<file path="src/rtl/rgb2bayer_mosaic.sv">
`default_nettype none
// +--------------------------------------------------------------------------+
// | Module      : rgb2bayer_mosaic                                           |
// | Description : Re-mosaics a 24-bit RGB Avalon-ST video stream into an     |
// |               8-bit Bayer raw stream. One registered output stage with   |
// |               backpressure, configured via a small Avalon-MM slave.      |
// |               Optional statistics registers: RGB2BAYER_STATS_EN.         |
// | Revision    : 1.0 - initial release                                      |
// +--------------------------------------------------------------------------+
module rgb2bayer_mosaic #(
  parameter int WID = 1920,
  parameter int HEI = 1080,
  parameter int PAT = 0
) (
  input  logic        clk,
  input  logic        rst,
  input  logic [23:0] sink_data,
  input  logic        sink_sop,
  input  logic        sink_eop,
  input  logic        sink_valid,
  output logic        sink_ready,
  output logic [7:0]  source_data,
  output logic        source_sop,
  output logic        source_eop,
  output logic        source_valid,
  input  logic        source_ready,
  input  logic [2:0]  slave_addr,
  input  logic        slave_write,
  input  logic [31:0] slave_writedata,
  input  logic        slave_read,
  output logic [31:0] slave_readdata
);

  typedef enum logic [1:0] {
    S_IDLE    = 2'd0,
    S_VIDEO   = 2'd1,
    S_DISCARD = 2'd2
  } state_t;

  state_t      r_state;
  state_t      w_state_nxt;

  // Configuration registers and their per-frame shadows
  logic        r_go;
  logic [15:0] r_width;
  logic [15:0] r_height;
  logic [1:0]  r_pattern;
  logic [15:0] r_wsh;
  logic [1:0]  r_psh;

  // Pixel position within the current frame
  logic [15:0] r_x;
  logic [15:0] r_y;

  // Output stage
  logic [7:0]  r_src_data;
  logic        r_src_sop;
  logic        r_src_eop;
  logic        r_src_valid;

  logic        w_go_eff;
  logic        w_ready;
  logic        w_accept;
  logic        w_load;
  logic [7:0]  w_ld_data;
  logic        w_ld_sop;
  logic        w_ld_eop;
  logic        w_start;
  logic        w_vid_beat;
  logic        w_ex;
  logic        w_ey;
  logic [7:0]  w_pix;
  logic [15:0] w_wlast;
  logic        w_unused;

  // Upper write-data bits are never stored by any register
  assign w_unused = ^slave_writedata[31:16] ^ slave_read;

  // A zero width behaves as a width of one pixel
  assign w_wlast = (r_wsh == 16'd0) ? 16'd0 : (r_wsh - 16'd1);

  // Handshake, next-state decode and output-beat selection
  always_comb begin
    w_state_nxt = r_state;
    w_load      = 1'b0;
    w_ld_data   = 8'h00;
    w_ld_sop    = 1'b0;
    w_ld_eop    = 1'b0;
    w_start     = 1'b0;
    w_vid_beat  = 1'b0;
    // go only gates the start of a packet; a packet in flight always completes
    w_go_eff    = (r_state == S_IDLE) ? r_go : 1'b1;
    w_ready     = w_go_eff & (~r_src_valid | source_ready);
    w_accept    = sink_valid & w_ready;
    w_ex        = r_x[0] ^ r_psh[0];
    w_ey        = r_y[0] ^ r_psh[1];
    case ({w_ey, w_ex})
      2'b00:   w_pix = sink_data[23:16];
      2'b11:   w_pix = sink_data[7:0];
      default: w_pix = sink_data[15:8];
    endcase
    if (w_accept) begin
      if (sink_sop) begin
        // Any sop restarts packet parsing, aborting whatever was in flight
        if (sink_data[3:0] == 4'd0) begin
          w_load      = 1'b1;
          w_ld_data   = 8'h00;
          w_ld_sop    = 1'b1;
          w_ld_eop    = sink_eop;
          w_start     = 1'b1;
          w_state_nxt = sink_eop ? S_IDLE : S_VIDEO;
        end else begin
          w_state_nxt = sink_eop ? S_IDLE : S_DISCARD;
        end
      end else begin
        case (r_state)
          S_VIDEO: begin
            w_load     = 1'b1;
            w_ld_data  = w_pix;
            w_ld_eop   = sink_eop;
            w_vid_beat = 1'b1;
            if (sink_eop) w_state_nxt = S_IDLE;
          end
          S_DISCARD: begin
            if (sink_eop) w_state_nxt = S_IDLE;
          end
          default: begin
            w_state_nxt = S_IDLE;
          end
        endcase
      end
    end
  end

  assign sink_ready = w_ready;

  // State register
  always_ff @(posedge clk or posedge rst) begin
    if (rst) r_state <= S_IDLE;
    else     r_state <= w_state_nxt;
  end

  // Latch width/pattern at every accepted sop so mid-frame writes wait a frame
  always_ff @(posedge clk or posedge rst) begin
    if (rst) begin
      r_wsh <= 16'(WID);
      r_psh <= 2'(PAT);
    end else if (w_accept && sink_sop) begin
      r_wsh <= r_width;
      r_psh <= r_pattern;
    end
  end

  // Pixel counters: x wraps at the line end, y counts lines and saturates
  always_ff @(posedge clk or posedge rst) begin
    if (rst) begin
      r_x <= 16'd0;
      r_y <= 16'd0;
    end else if (w_start) begin
      r_x <= 16'd0;
      r_y <= 16'd0;
    end else if (w_vid_beat) begin
      if (r_x == w_wlast) begin
        r_x <= 16'd0;
        if (r_y != 16'hFFFF) r_y <= r_y + 16'd1;
      end else begin
        r_x <= r_x + 16'd1;
      end
    end
  end

  // Output register: load on a producing beat, hold under backpressure
  always_ff @(posedge clk or posedge rst) begin
    if (rst) begin
      r_src_valid <= 1'b0;
      r_src_data  <= 8'h00;
      r_src_sop   <= 1'b0;
      r_src_eop   <= 1'b0;
    end else if (w_load) begin
      r_src_valid <= 1'b1;
      r_src_data  <= w_ld_data;
      r_src_sop   <= w_ld_sop;
      r_src_eop   <= w_ld_eop;
    end else if (source_ready) begin
      r_src_valid <= 1'b0;
    end
  end

  assign source_valid = r_src_valid;
  assign source_data  = r_src_data;
  assign source_sop   = r_src_sop;
  assign source_eop   = r_src_eop;

  // Control register writes
  always_ff @(posedge clk or posedge rst) begin
    if (rst) begin
      r_go      <= 1'b0;
      r_width   <= 16'(WID);
      r_height  <= 16'(HEI);
      r_pattern <= 2'(PAT);
    end else if (slave_write) begin
      case (slave_addr)
        3'd0:    r_go      <= slave_writedata[0];
        3'd2:    r_width   <= slave_writedata[15:0];
        3'd3:    r_height  <= slave_writedata[15:0];
        3'd4:    r_pattern <= slave_writedata[1:0];
        default: ;
      endcase
    end
  end

`ifdef RGB2BAYER_STATS_EN
  logic [31:0] r_frame_count;
  logic        r_size_err;
  logic        w_video_eop;
  logic        w_size_bad;

  assign w_video_eop = w_vid_beat & sink_eop;
  assign w_size_bad  = (r_x != w_wlast) | (r_y != (r_height - 16'd1));

  // Frame counter and sticky frame-size error; a new error wins over a clear
  always_ff @(posedge clk or posedge rst) begin
    if (rst) begin
      r_frame_count <= 32'd0;
      r_size_err    <= 1'b0;
    end else begin
      if (w_video_eop) r_frame_count <= r_frame_count + 32'd1;
      if (slave_write && (slave_addr == 3'd6) && slave_writedata[0]) r_size_err <= 1'b0;
      if (w_video_eop && w_size_bad) r_size_err <= 1'b1;
    end
  end
`endif

  // Register read mux, combinational from the address
  always_comb begin
    slave_readdata = 32'd0;
    case (slave_addr)
      3'd0:    slave_readdata = {31'd0, r_go};
      3'd1:    slave_readdata = {31'd0, (r_state != S_IDLE)};
      3'd2:    slave_readdata = {16'd0, r_width};
      3'd3:    slave_readdata = {16'd0, r_height};
      3'd4:    slave_readdata = {30'd0, r_pattern};
`ifdef RGB2BAYER_STATS_EN
      3'd5:    slave_readdata = r_frame_count;
      3'd6:    slave_readdata = {31'd0, r_size_err};
`endif
      default: slave_readdata = 32'd0;
    endcase
  end

endmodule
`default_nettype wire

</file>
<file path="config.mk">
export PLATFORM = sky130hd
export DESIGN_NAME = rgb2bayer_mosaic
export DESIGN_NICKNAME = d
export VERILOG_FILES = /design/src/rtl/rgb2bayer_mosaic.sv
export SDC_FILE = /design/constraint.sdc
export NUM_CORES = 1
export LEC_CHECK = 0
export ABC_AREA = 0
export BUFFER_PORTS_ARGS = -buffer_cell sky130_fd_sc_hd__buf_4
export CAP_MARGIN = 20
export CORE_MARGIN = 2
export CORE_UTILIZATION = 56
export DETAILED_ROUTE_END_ITERATION = 10
export GPL_TIMING_DRIVEN = 0
export HOLD_SLACK_MARGIN = 0.05
export MAX_ROUTING_LAYER = met4
export PLACE_DENSITY = 0.82
export RECOVER_POWER = 25
export SYNTH_ARGS = -nofsm -noshare
export SYNTH_HDL_FRONTEND = slang
export SYNTH_SLANG_ARGS = --single-unit
</file>
<file path="constraint.sdc">
create_clock -name clk -period 3.7 [get_ports clk]
set_clock_uncertainty 0.05 [all_clocks]
set_input_delay 0.74 -clock clk [delete_from_list [all_inputs] [get_ports clk]]
set_output_delay 0.74 -clock clk [all_outputs]
set_load 0.05 [all_outputs]
</file>
==> results.env, run 1 <==
LEADING_CELL_TYPES_IN_THE_LAYOUT_FILL_AND_TAPS_EXCLUDED='buf_4, dfrtp_1, nor2_1'
NETLIST.TOP_CELL.BY_AREA='dfrtp_1'
POSTSYNTH.TOPFLOPCELL='dfrtp_1'
WORSTMARGINPINSLEW_NS=1.53
GRTUSAGEMET1_PCT=31.9
VIAS_PER_CELL=5.73
WORST_SETUP_PATH_END_KIND='register'
GRT_START_MAX_NET_PINS=63
AREA.GROWTH.SYNTH_TO_FINAL_PCT=18.5
PATH_MAX_FANOUT=9
FIN_TNS_SETUP_NS=0
MAX-VDD-IR-DROP_V=0.000412
SYNTH_COMPOUND_AREA_SHARE_PCT=11.3
FAILED_CHECKS='capacitance limit, slew limit'
FIN_CRIT_SH_PCT=94.9
PLACED_AREA_SQ_MM=0.00654
HOLD_VIOL_FINAL=0
TRITONCTS='yes'
POWER_mW=4.01
SYN_INST=567
MIN_PERIOD_NS=3.51
SYNTH.TOP_CELLS.BY_AREA='dfrtp_1, mux2_2, dfstp_2'
GRT_REMAINING_OVERFLOW=0
SYNTH_AREA_SQ_MM=0.00571
FIRST_GLOBAL_VIAS=4524
POST_SYNTH_XOR_AREA_FRACTION_PCT=4.69
CHIPHEIGHT_UM=105
MAX_FREQ_MHz=285
CRIT_TYPE='reg2reg'
CRIT_PATH_START_KIND='register'
WORST-ENDPOINT-ARRIVAL_NS=3.72
HPWL_MM=9.74
IO_PINS=111
ROUTED-VIA-COUNT=4665
GRT_BUSIEST_LAYER='met2'
MAXSLEWVIOLCOUNT=101
REGTOREGSETUPSLACK_NS=0.19
GRT_UTIL_MET2_PCT=40.4
NUMBER_OF_PORT_BUFFERS=77
CTS_ROOT_BUFFER='clkbuf_8'
POST_SYNTH_FA_HA_MAJ_AREA_FRACTION_PCT=1.53
POST-ROUTE-CELL-AREA_SQ_MM=0.00676
SYNTH_ASYNC_SR_FLOP_SHARE_PCT=100
SYNTH-SIMPLE-AREA-SHARE_PCT=19.9
COMBINATIONAL_FAMILY_WITH_THE_MOST_AREA_AFTER_SYNTHESIS='simple AND/OR/NAND/NOR gates'
CLKSLEWWORSTSETUPHOLDPATHS_NS=0.09
LEAKAGEPOWER_nW=3.14
GLOBAL_ROUTE.USAGE.MET3_PCT=4.43
FINAL_SETUP_VIOLATION_COUNT=0
SYN-MEAN-INSTANCE-AREA_SQ_UM=10.1
GRTUSAGETOTAL_PCT=24.7
SYNTH.AREA.MUX_SHARE_PCT=13.8
SYNTH_WARNINGS=0
GRT_ANTENNA_BEFORE_REPAIR=0
NUMBER_OF_NETS_STILL_FAILING_ANTENNA_CHECKS_AFTER_ROUTING=0
GP_CONGESTION=0.944
SHARE_OF_THE_SYNTHESIZED_AREA_IN_THE_TOP_CELL_TYPE_PCT=37.7
INITIAL_CORE_UTIL_PCT=58.1
FP.DIEAREA_SQ_MM=0.0110
GRT_PASS1_WL_MM=21.6
WL_PER_CELL_UM=15.9
SYNTH.DISTINCT_CELLS=69
CRIT_REQUIRED_NS=3.91
DIE_W_UM=105
FINISH.NET_COUNT=750
CELLPOWERDENSITY_mW_PER_MM2=593
FINAL_LAYOUT_SIZE_SUFFIX_GT1_SHARE_PCT=30.4
MAX-SLEW-MARGIN-REL_PCT=-2.44
CTS_MAX_PATH_BUFFERS=2
DRTITER0DRC=283
LAYOUT.CELLS.MOST_COMMON='buf_4'
FP-ROW-COUNT=36
CTS.SINKS=98
CTS_HTREE_LEVELS=3
COREAREA_SQ_MM=0.00982
HP-CLASS='reg2reg'
YS_SEQ_AREA_SHARE_PCT=43.2
RUN_STATUS='finished, violations left'
CTS_BUFS_INSERTED=9
FILLER_CELL_COUNT=768
DRC=0
FINALHOLDWORSTSLACK_NS=0.436
SYNTH_EDF_COUNT=0
DRT_PRE_ANTENNA_ITERS=5
DIODES=0
CLOCK_LATENCY_NS=0.37
SYNTH-SEQ-CELLS=98
DETAIL_ROUTE.WIRELENGTH_MM=13.0
TIMING.MAX_CAP.VIOLATIONS=2
==> final timing paths <==
kind | start | to | cells after the start
max in group asynchronous | rst | r_wsh[0] | 3
hold / removal | source_sop | source_sop | 1
setup reg to reg | r_wsh[0] | r_x[13] | 12
hold reg to reg | source_sop | source_sop | 1
setup / recovery | r_wsh[0] | r_x[13] | 12
min in group asynchronous | rst | r_height[6] | 2
==> what timing repair did <==
item | in CTS | in global routing
buffers inserted | 0 | 5
resized for setup | 0 | 5
endpoints found under the setup margin | 0 | 32
hold buffers | 0 | 0
==> cells by family (layout without fill, tap and decap cells) <==
logic type,count (synthesis),count (layout)
DFF,98,98
AOI/OAI and AO/OA,90,90
buffers and inverters,61,160
and+or+nand+nor,209,209
other,1,16
adders and majority gates,7,7
muxes,72,72
xor gates and xnor gates,29,29
==> critical path: stages (launching register included) <==
cell and delay, ns:
dfrtp_2 0.47, inv_1 0.08, ha_2 0.25, or3b_4 0.44
or4_4 0.55, xnor2_1 0.17, o21a_1 0.21, o32ai_2 0.27
nand2_4 0.14, nor2_2 0.35, a21o_1 0.17, buf_2 0.19
nor2_1 0.07
==> where the power goes <==
part	total, mW	switching, mW	leakage (nW)	internal (mW)
Clock	0.702	0.387	0.0929	0.315
Sequential	1.59	0.239	1.22	1.35
Combinational	1.72	0.991	1.82	0.733
Total	4.01	1.62	3.14	2.39
==> area by class of cell <==
| type | instances | area (sq um) | share of cell area, % |
|---|---|---|---|
| multi-input cells | 423 | 3000 | 44.3 |
| flip-flops and latches | 98 | 2470 | 36.5 |
| inverters | 15 | 57.6 | 0.851 |
| clock inverters | 6 | 67.6 | 0.999 |
| clock buffers | 10 | 128 | 1.89 |
| repair buffers | 83 | 621 | 9.18 |
| plain buffers | 46 | 256 | 3.79 |
| well taps | 133 | 166 | 2.46 |
==> state kept, by name, summed over array words and instances (netlist names) <==
register / cells
r_go: 1
r_height: 16
r_pattern: 2
r_psh: 2
r_state: 2
r_width: 16
r_wsh: 16
r_x: 16
r_y: 16
source_data: 8
source_eop: 1
source_sop: 1
source_valid: 1
==> layer usage <==
| metal | wire length [um] | part of all wire [%] |
|---|---|---|
| met1 | 5880 | 45 |
| met5 | 0 | 0 |
| met2 | 6240 | 48 |
| met3 | 644 | 5.0 |
| met4 | 214 | 1.6 |
==> through the flow <==
step           setup slack, ns  utilization, %  cells
4_1_cts                 0.0276            68.6    809
3_3_place_gp            -0.706            66.3    792
6_report                 0.190            68.9    814
3_5_place_dp            0.0276            66.6    793
2_1_floorplan            0.368               -    582
5_1_grt                -0.0227            68.9    814
==> cell usage after synthesis, types with 3 or more instances <==
master and count:
a21o_1 7, a21oi_1 21, a22o_1 5, a22oi_1 8, a31oi_1 5, and3_1 13
and4_1 4, buf_1 3, buf_4 16, buf_6 3, clkbuf_1 23, dfrtp_1 86
dfstp_2 12, ha_1 7, inv_1 15, mux2_2 54, mux2i_1 18, nand2_1 39
nand2b_1 5, nand3_1 21, nand3b_1 3, nand4_1 9, nor2_1 58, nor2b_1 5
nor3_1 5, nor4_1 13, nor4_2 3, o21ai_0 8, o31ai_1 13, or2_2 4
or3_1 6, or4_1 4, or4_4 4, xnor2_1 14, xor2_1 14
Power figures use the tool's default switching activity.
==> run 2, diff against run 1 <==
--- a/config.mk
+++ b/config.mk
@@ -9,12 +9,13 @@
 export BUFFER_PORTS_ARGS = -buffer_cell sky130_fd_sc_hd__buf_4
 export CAP_MARGIN = 20
 export CORE_MARGIN = 2
-export CORE_UTILIZATION = 56
+export CORE_UTILIZATION = 58
+export CTS_BUF_LIST = sky130_fd_sc_hd__clkbuf_4 sky130_fd_sc_hd__clkbuf_8
 export DETAILED_ROUTE_END_ITERATION = 10
 export GPL_TIMING_DRIVEN = 0
 export HOLD_SLACK_MARGIN = 0.05
 export MAX_ROUTING_LAYER = met4
-export PLACE_DENSITY = 0.82
+export PLACE_DENSITY = 0.84
 export RECOVER_POWER = 25
 export SYNTH_ARGS = -nofsm -noshare
 export SYNTH_HDL_FRONTEND = slang
==> run 2 against run 1 <==
  * The flow still finishes with violations (capacitance limit, slew limit)
  * Maximum frequency is 1.5% lower
  * Routed wire length is 1.4% higher
  * Final cell count is 0.12% lower
  * Critical path depth stayed put
  * Flip-flop and latch count stayed put
  * Critical path type unchanged
  * Critical endpoint is now r_y[1]
==> results.env, run 2 (synthesized netlist as in run 1, its figures left out) <==
TIMING.MAX_CAP.VIOLATIONS=1
CLKSLEWWORSTSETUPHOLDPATHS_NS=0.09
FAILED_CHECKS='capacitance limit, slew limit'
INITIAL_CORE_UTIL_PCT=58.9
IO_PINS=111
GRT_ANTENNA_BEFORE_REPAIR=0
PLACED_AREA_SQ_MM=0.00654
DETAIL_ROUTE.WIRELENGTH_MM=13.2
WORST-ENDPOINT-ARRIVAL_NS=3.75
CRIT_REQUIRED_NS=3.88
WORST_SETUP_PATH_END_KIND='register'
FIN_CRIT_SH_PCT=96.4
GLOBAL_ROUTE.USAGE.MET3_PCT=3.43
CTS.SINKS=98
COREAREA_SQ_MM=0.00968
GRTUSAGETOTAL_PCT=26.2
NUMBER_OF_NETS_STILL_FAILING_ANTENNA_CHECKS_AFTER_ROUTING=0
HOLD_VIOL_FINAL=0
REGTOREGSETUPSLACK_NS=0.13
CTS_ROOT_BUFFER='clkbuf_8'
VIAS_PER_CELL=5.81
CLOCK_LATENCY_NS=0.37
CRITICAL-PATH-MAX-STAGE-DELAY_NS=0.54
POWER_mW=4.08
FINISH.NET_COUNT=749
DIODES=0
GRT_PASS1_WL_MM=21.1
FP.DIEAREA_SQ_MM=0.0107
NUMBER_OF_PORT_BUFFERS=77
FINAL_SETUP_VIOLATION_COUNT=0
CTS_MAX_PATH_BUFFERS=2
SEQ_AREA_SQ_MM=0.00247
CTS_HTREE_LEVELS=3
CHIPHEIGHT_UM=103
GRT_UTIL_MET2_PCT=43.1
LEAKAGEPOWER_nW=3.16
MAX-VDD-IR-DROP_V=0.000316
CTS_BUFS_INSERTED=9
POST-ROUTE-WORST-SETUP-SLACK_NS=0.135
HPWL_MM=9.82
CELLPOWERDENSITY_mW_PER_MM2=602
GRT_START_MAX_NET_PINS=58
POWER.SWITCHING_FRACTION_PCT=39.6
TOTAL_NET_SWITCHING_POWER_mW=1.62
GP_CONGESTION=0.850
HOLD_DEPTH=1
FINALHOLDWORSTSLACK_NS=0.435
HP-CLASS='reg2reg'
DRTITER0DRC=290
R2R_START='r_wsh[0]'
PATH_MAX_FANOUT=10
HOLD_WC_STARTPOINT='r_y[10]'
WORST_HOLD_PATH.ENDPOINT='r_y[10]'
SHARE_CLK_OF_TOTAL_POWER_PCT=19.0
MAX-SLEW-MARGIN-REL_PCT=-23.0
PLACE_WORST_SETUP_SLACK_NS=-0.0152
CRIT_PATH_START_KIND='register'
POST-ROUTE-CELL-AREA_SQ_MM=0.00679
CRITICAL_PATH.REG2REG.ENDPOINT='r_y[1]'
FIN_TNS_SETUP_NS=0
FIRST_GLOBAL_VIAS=4455
DIE_W_UM=103
MAX_FREQ_MHz=280
RUN_STATUS='finished, violations left'
WORSTMARGINPINSLEW_NS=1.83
RR_WORST_DEPTH=12
GRT_REMAINING_OVERFLOW=0
WL_PER_CELL_UM=16.2
CRITICAL_PATH.CELL_CHAIN='inv_1 -> ha_2 -> or3b_4 -> or4_4 -> xnor2_1 -> o21a_1 -> o32ai_2 -> nand2_4 -> nor3_4 -> buf_6 -> mux2i_1 -> nor2_1'
GRTUSAGEMET1_PCT=34.1
MAXSLEWVIOLCOUNT=43
FINAL_LAYOUT_SIZE_SUFFIX_GT1_SHARE_PCT=30.3
AREA.GROWTH.SYNTH_TO_FINAL_PCT=18.9
LEADING_CELL_TYPES_IN_THE_LAYOUT_FILL_AND_TAPS_EXCLUDED='buf_4, dfrtp_1, nor2_1'
MIN_PERIOD_NS=3.57
FP-ROW-COUNT=36
DRT_PRE_ANTENNA_ITERS=5
CRIT_TYPE='reg2reg'
UNREPAIRED_SETUP_ENDPOINTS_AFTER_GLOBAL_ROUTING='false'
TRITONCTS='yes'
CRIT_PATH_TOP_DELAY_CELL='or4_4'
ROUTED-VIA-COUNT=4720
DRC=0
GRT_BUSIEST_LAYER='met2'
FILLER_CELL_COUNT=727
LAYOUT.CELLS.MOST_COMMON='buf_4'
MULTIINPUTGATEAREA_SQ_MM=0.00301
POWER.SEQUENTIAL.FRACTION_PCT=38.8
POWER.COMBINATIONAL.FRACTION_PCT=42.2
INTERNAL_POWER_mW=2.47
==> run 2: per-stage QoR <==
step / util [%] / cells
6_report: 70.1 / 813
5_1_grt: 70.1 / 813
4_1_cts: 69.8 / 809
3_5_place_dp: 67.5 / 793
3_3_place_gp: 67.2 / 792
2_1_floorplan: - / 582
==> run 2: layout make-up <==
type	count	area share, %
Multi-Input combinational cell	423	44.3
Sequential cell	98	36.4
Clock inverter	6	1.29
Clock buffer	10	1.94
Tap cell	133	2.45
Timing Repair Buffer	82	9.03
Inverter	15	0.848
Buffer	46	3.78
==> run 2: layer usage <==
metal	up-vias	part of all wire (%)	wire length (um)
li1	2242	-	-
met1	2293	46	6000
met2	168	48	6380
met3	17	4.8	632
met4	0	1.1	150
met5	-	0	0
==> run 2: power by group through the flow <==
stage	clock network [mW]	logic (mW)	registers [mW]
after detailed placement	0	1.69	1.60
final	0.775	1.72	1.59
after CTS	0.786	1.70	1.57
after global routing	0.828	1.88	1.62
after floorplan	0	1.26	1.58
after global placement	0	1.63	1.58
==> run 2: worst max path at each step <==
| stage | slack (ns) | start | endpoint |
|---|---|---|---|
| after floorplan | 0.37 | rst | r_go |
| after detailed placement | -0.02 | r_wsh[0] | r_y[1] |
| final | 0.13 | r_wsh[0] | r_y[1] |
| after global placement | -0.61 | rst | r_wsh[13] |
| after global routing | 0.03 | r_wsh[0] | r_y[1] |
| after CTS | 0.03 | r_wsh[0] | r_y[1] |
==> run 2: what timing repair did <==
action	4_1_cts	5_1_grt
setup endpoints to repair	4	28
setup buffers	0	4
gates resized for setup	1	5
pin swaps	2	1
cloned	0	0
hold buffers	0	0
==> run 2: critical path, delay by kind of cell (launching register included) <==
kind | cells | cell delay [ns]
xor gates and xnor gates | 1 | 0.17
and+or+nand+nor | 5 | 1.49
muxes | 1 | 0.23
adders and majority gates | 1 | 0.24
buffers and inverters | 2 | 0.30
AOI/OAI and AO/OA | 2 | 0.48
DFF | 1 | 0.47
==> run 3, diff against run 2 <==
--- a/config.mk
+++ b/config.mk
@@ -11,8 +11,8 @@
 export CORE_MARGIN = 2
 export CORE_UTILIZATION = 58
 export CTS_BUF_LIST = sky130_fd_sc_hd__clkbuf_4 sky130_fd_sc_hd__clkbuf_8
+export CTS_CLUSTER_DIAMETER = 120
 export DETAILED_ROUTE_END_ITERATION = 10
-export GPL_TIMING_DRIVEN = 0
 export HOLD_SLACK_MARGIN = 0.05
 export MAX_ROUTING_LAYER = met4
 export PLACE_DENSITY = 0.84
==> run 3 against run 2 <==
  * The flow still finishes with violations (capacitance limit, slew limit)
  * Combinational power decreased by 8%
  * Utilization decreased by 2.5 points
  * Setup slack improved by 0.088 ns
  * Register-to-register slack improved by 0.13 ns
  * Maximum frequency increased by 2.5%
  * Die area unchanged
  * Critical path depth decreased by 6
  * Global-route usage decreased by 0.94 points
  * First-iteration DRC count increased by 18%
  * Sequential share of layout area increased by 1.4 points
  * Non-clock buffer count decreased by 43
  * Critical endpoint is now slave_readdata[0]
  * Largest cell class unchanged
  * Highest routed layer unchanged
==> results.env, run 3 (synthesized netlist as in run 1, its figures left out) <==
CHIPHEIGHT_UM=103
DP_CELLS=753
INTERNAL_POWER_mW=2.36
HPWL_MM=9.16
FILLER_CELL_COUNT=748
CRITICAL_PATH.N_BUFFERS_INVERTERS=3
GRT_REMAINING_OVERFLOW=0
FP.DIEAREA_SQ_MM=0.0107
POST-ROUTE-CELL-AREA_SQ_MM=0.00654
VIAS_PER_CELL=5.96
CRITICAL_PATH.TOP_DELAY_FAMILY='buffers and inverters'
MAX-VDD-IR-DROP_V=0.000350
LAYOUT.CELLS.MOST_COMMON='dfrtp_1'
CTS_BUFS_INSERTED=9
CTS_HTREE_LEVELS=3
CTS_HOLD_BUF=0
DRTITER0DRC=341
CTS_MAX_PATH_BUFFERS=2
DETAIL_ROUTE.WIRELENGTH_MM=12.5
TIMING.MAX_CAP.VIOLATIONS=1
CLKSLEWWORSTSETUPHOLDPATHS_NS=0.09
GP_CONGESTION=0.944
PATH_MAX_FANOUT=20
FP-ROW-COUNT=36
ROUTED-VIA-COUNT=4587
MAXSLEWVIOLCOUNT=48
LEAKAGEPOWER_nW=3.02
FIN_CELLS=770
FINALHOLDWORSTSLACK_NS=0.436
WL_PER_CELL_UM=16.2
WORSTMARGINPINSLEW_NS=2.02
CRITICAL_PATH.CELL_CHAIN='clkbuf_1 -> inv_1 -> nor3_1 -> a31oi_1 -> o221ai_1 -> buf_4'
POWER.COMBINATIONAL.FRACTION_PCT=40.1
AREA.GROWTH.SYNTH_TO_FINAL_PCT=14.6
DRC=0
FIN_CRIT_SH_PCT=94.0
MIN_PERIOD_NS=3.48
FIRST_GLOBAL_VIAS=4271
POWER.SWITCHING_FRACTION_PCT=40.3
RUN_STATUS='finished, violations left'
FINAL_UTIL_PCT=67.6
GRT_START_MAX_NET_PINS=48
NUMBER_OF_PORT_BUFFERS=77
NUMBER_OF_NETS_STILL_FAILING_ANTENNA_CHECKS_AFTER_ROUTING=0
FINAL_LAYOUT_SIZE_SUFFIX_GT1_SHARE_PCT=29.0
CRIT_REQUIRED_NS=2.91
FINAL_SETUP_VIOLATION_COUNT=0
FAILED_CHECKS='capacitance limit, slew limit'
IO_PINS=111
INITIAL_CORE_UTIL_PCT=58.9
HP-CLASS='reg2reg'
UNREPAIRED_SETUP_ENDPOINTS_AFTER_GLOBAL_ROUTING='false'
GRT_ANTENNA_BEFORE_REPAIR=0
TOTAL_NET_SWITCHING_POWER_mW=1.59
SHARE_CLK_OF_TOTAL_POWER_PCT=18.5
CTS_ROOT_BUFFER='clkbuf_8'
CLOCK_LATENCY_NS=0.38
WORST-ENDPOINT-ARRIVAL_NS=2.69
FINISH.NET_COUNT=706
CRIT_PATH_TOP_DELAY_CELL='clkbuf_1'
GRT_PASS1_WL_MM=20.3
DIE_W_UM=103
CTS.SINKS=98
WORST_SETUP_PATH_END_KIND='output pin'
CRITICAL-PATH-MAX-STAGE-DELAY_NS=1.01
MAX_FREQ_MHz=288
TRITONCTS='yes'
LEADING_CELL_TYPES_IN_THE_LAYOUT_FILL_AND_TAPS_EXCLUDED='dfrtp_1, buf_4, nor2_1'
CRIT_PATH_START_KIND='primary input'
CRIT_TYPE='in2out'
PLACED_AREA_SQ_MM=0.00632
CELLPOWERDENSITY_mW_PER_MM2=604
GRTUSAGETOTAL_PCT=25.2
HOLD_VIOL_FINAL=0
COREAREA_SQ_MM=0.00968
DRT_PRE_ANTENNA_ITERS=5
FIN_TNS_SETUP_NS=0
DIODES=0
MAX-SLEW-MARGIN-REL_PCT=-35.2
POWER.SEQUENTIAL.FRACTION_PCT=41.4
## run 3: path summary, 6_finish.rpt
| check | from | to | slack (ns) | cells past startpoint |
|---|---|---|---|---|
| worst min-delay path | r_y[10] | r_y[10] | 0.44 | 1 |
| worst min register to register | r_y[10] | r_y[10] | 0.44 | 1 |
| min in group asynchronous | rst | r_wsh[1] | 0.84 | 2 |
| worst max-delay path | slave_addr[0] | slave_readdata[0] | 0.22 | 6 |
| max in group asynchronous | rst | r_y[4] | 0.83 | 3 |
| worst max register to register | r_wsh[0] | r_y[1] | 0.26 | 12 |
## run 3: power by group through the flow
stage / logic (mW) / registers, mW / clock network (mW)
floorplan: 1.26 / 1.58 / 0
global placement: 1.51 / 1.62 / 0
detailed placement: 1.57 / 1.65 / 0
CTS: 1.58 / 1.63 / 0.741
global route: 1.74 / 1.68 / 0.787
finish: 1.59 / 1.64 / 0.729
## run 3: what timing repair did
item | 4_1_cts | 5_1_grt
setup endpoints to repair | 0 | 14
buffers inserted | 0 | 0
gates resized for setup | 0 | 3
## run 3: final cells by class
| cell class | instances | area [sq um] | area share (%) |
|---|---|---|---|
| Tap cell | 133 | 166 | 2.54 |
| Timing Repair Buffer | 85 | 634 | 9.70 |
| Clock buffer | 10 | 131 | 2.01 |
| Sequential cell | 98 | 2470 | 37.7 |
| Inverter | 15 | 57.6 | 0.880 |
| Multi-Input combinational cell | 423 | 3010 | 46.0 |
| Clock inverter | 6 | 75.1 | 1.15 |
## run 3: metrics by stage
stage                     setup WS [ns]  total power [mW]
after floorplan                   0.368              2.85
after global placement            0.273              3.13
after detailed placement          0.167              3.21
after CTS                         0.142              3.94
after global routing             0.0508              4.20
final                             0.222              3.95
## run 3: layer usage
metal | share of wire (%) | global-route usage, %
met4 | 1.3 | 8.81
met1 | 45 | 33.1
met5 | 0 | -
met3 | 4.2 | 4.17
met2 | 50 | 40.2
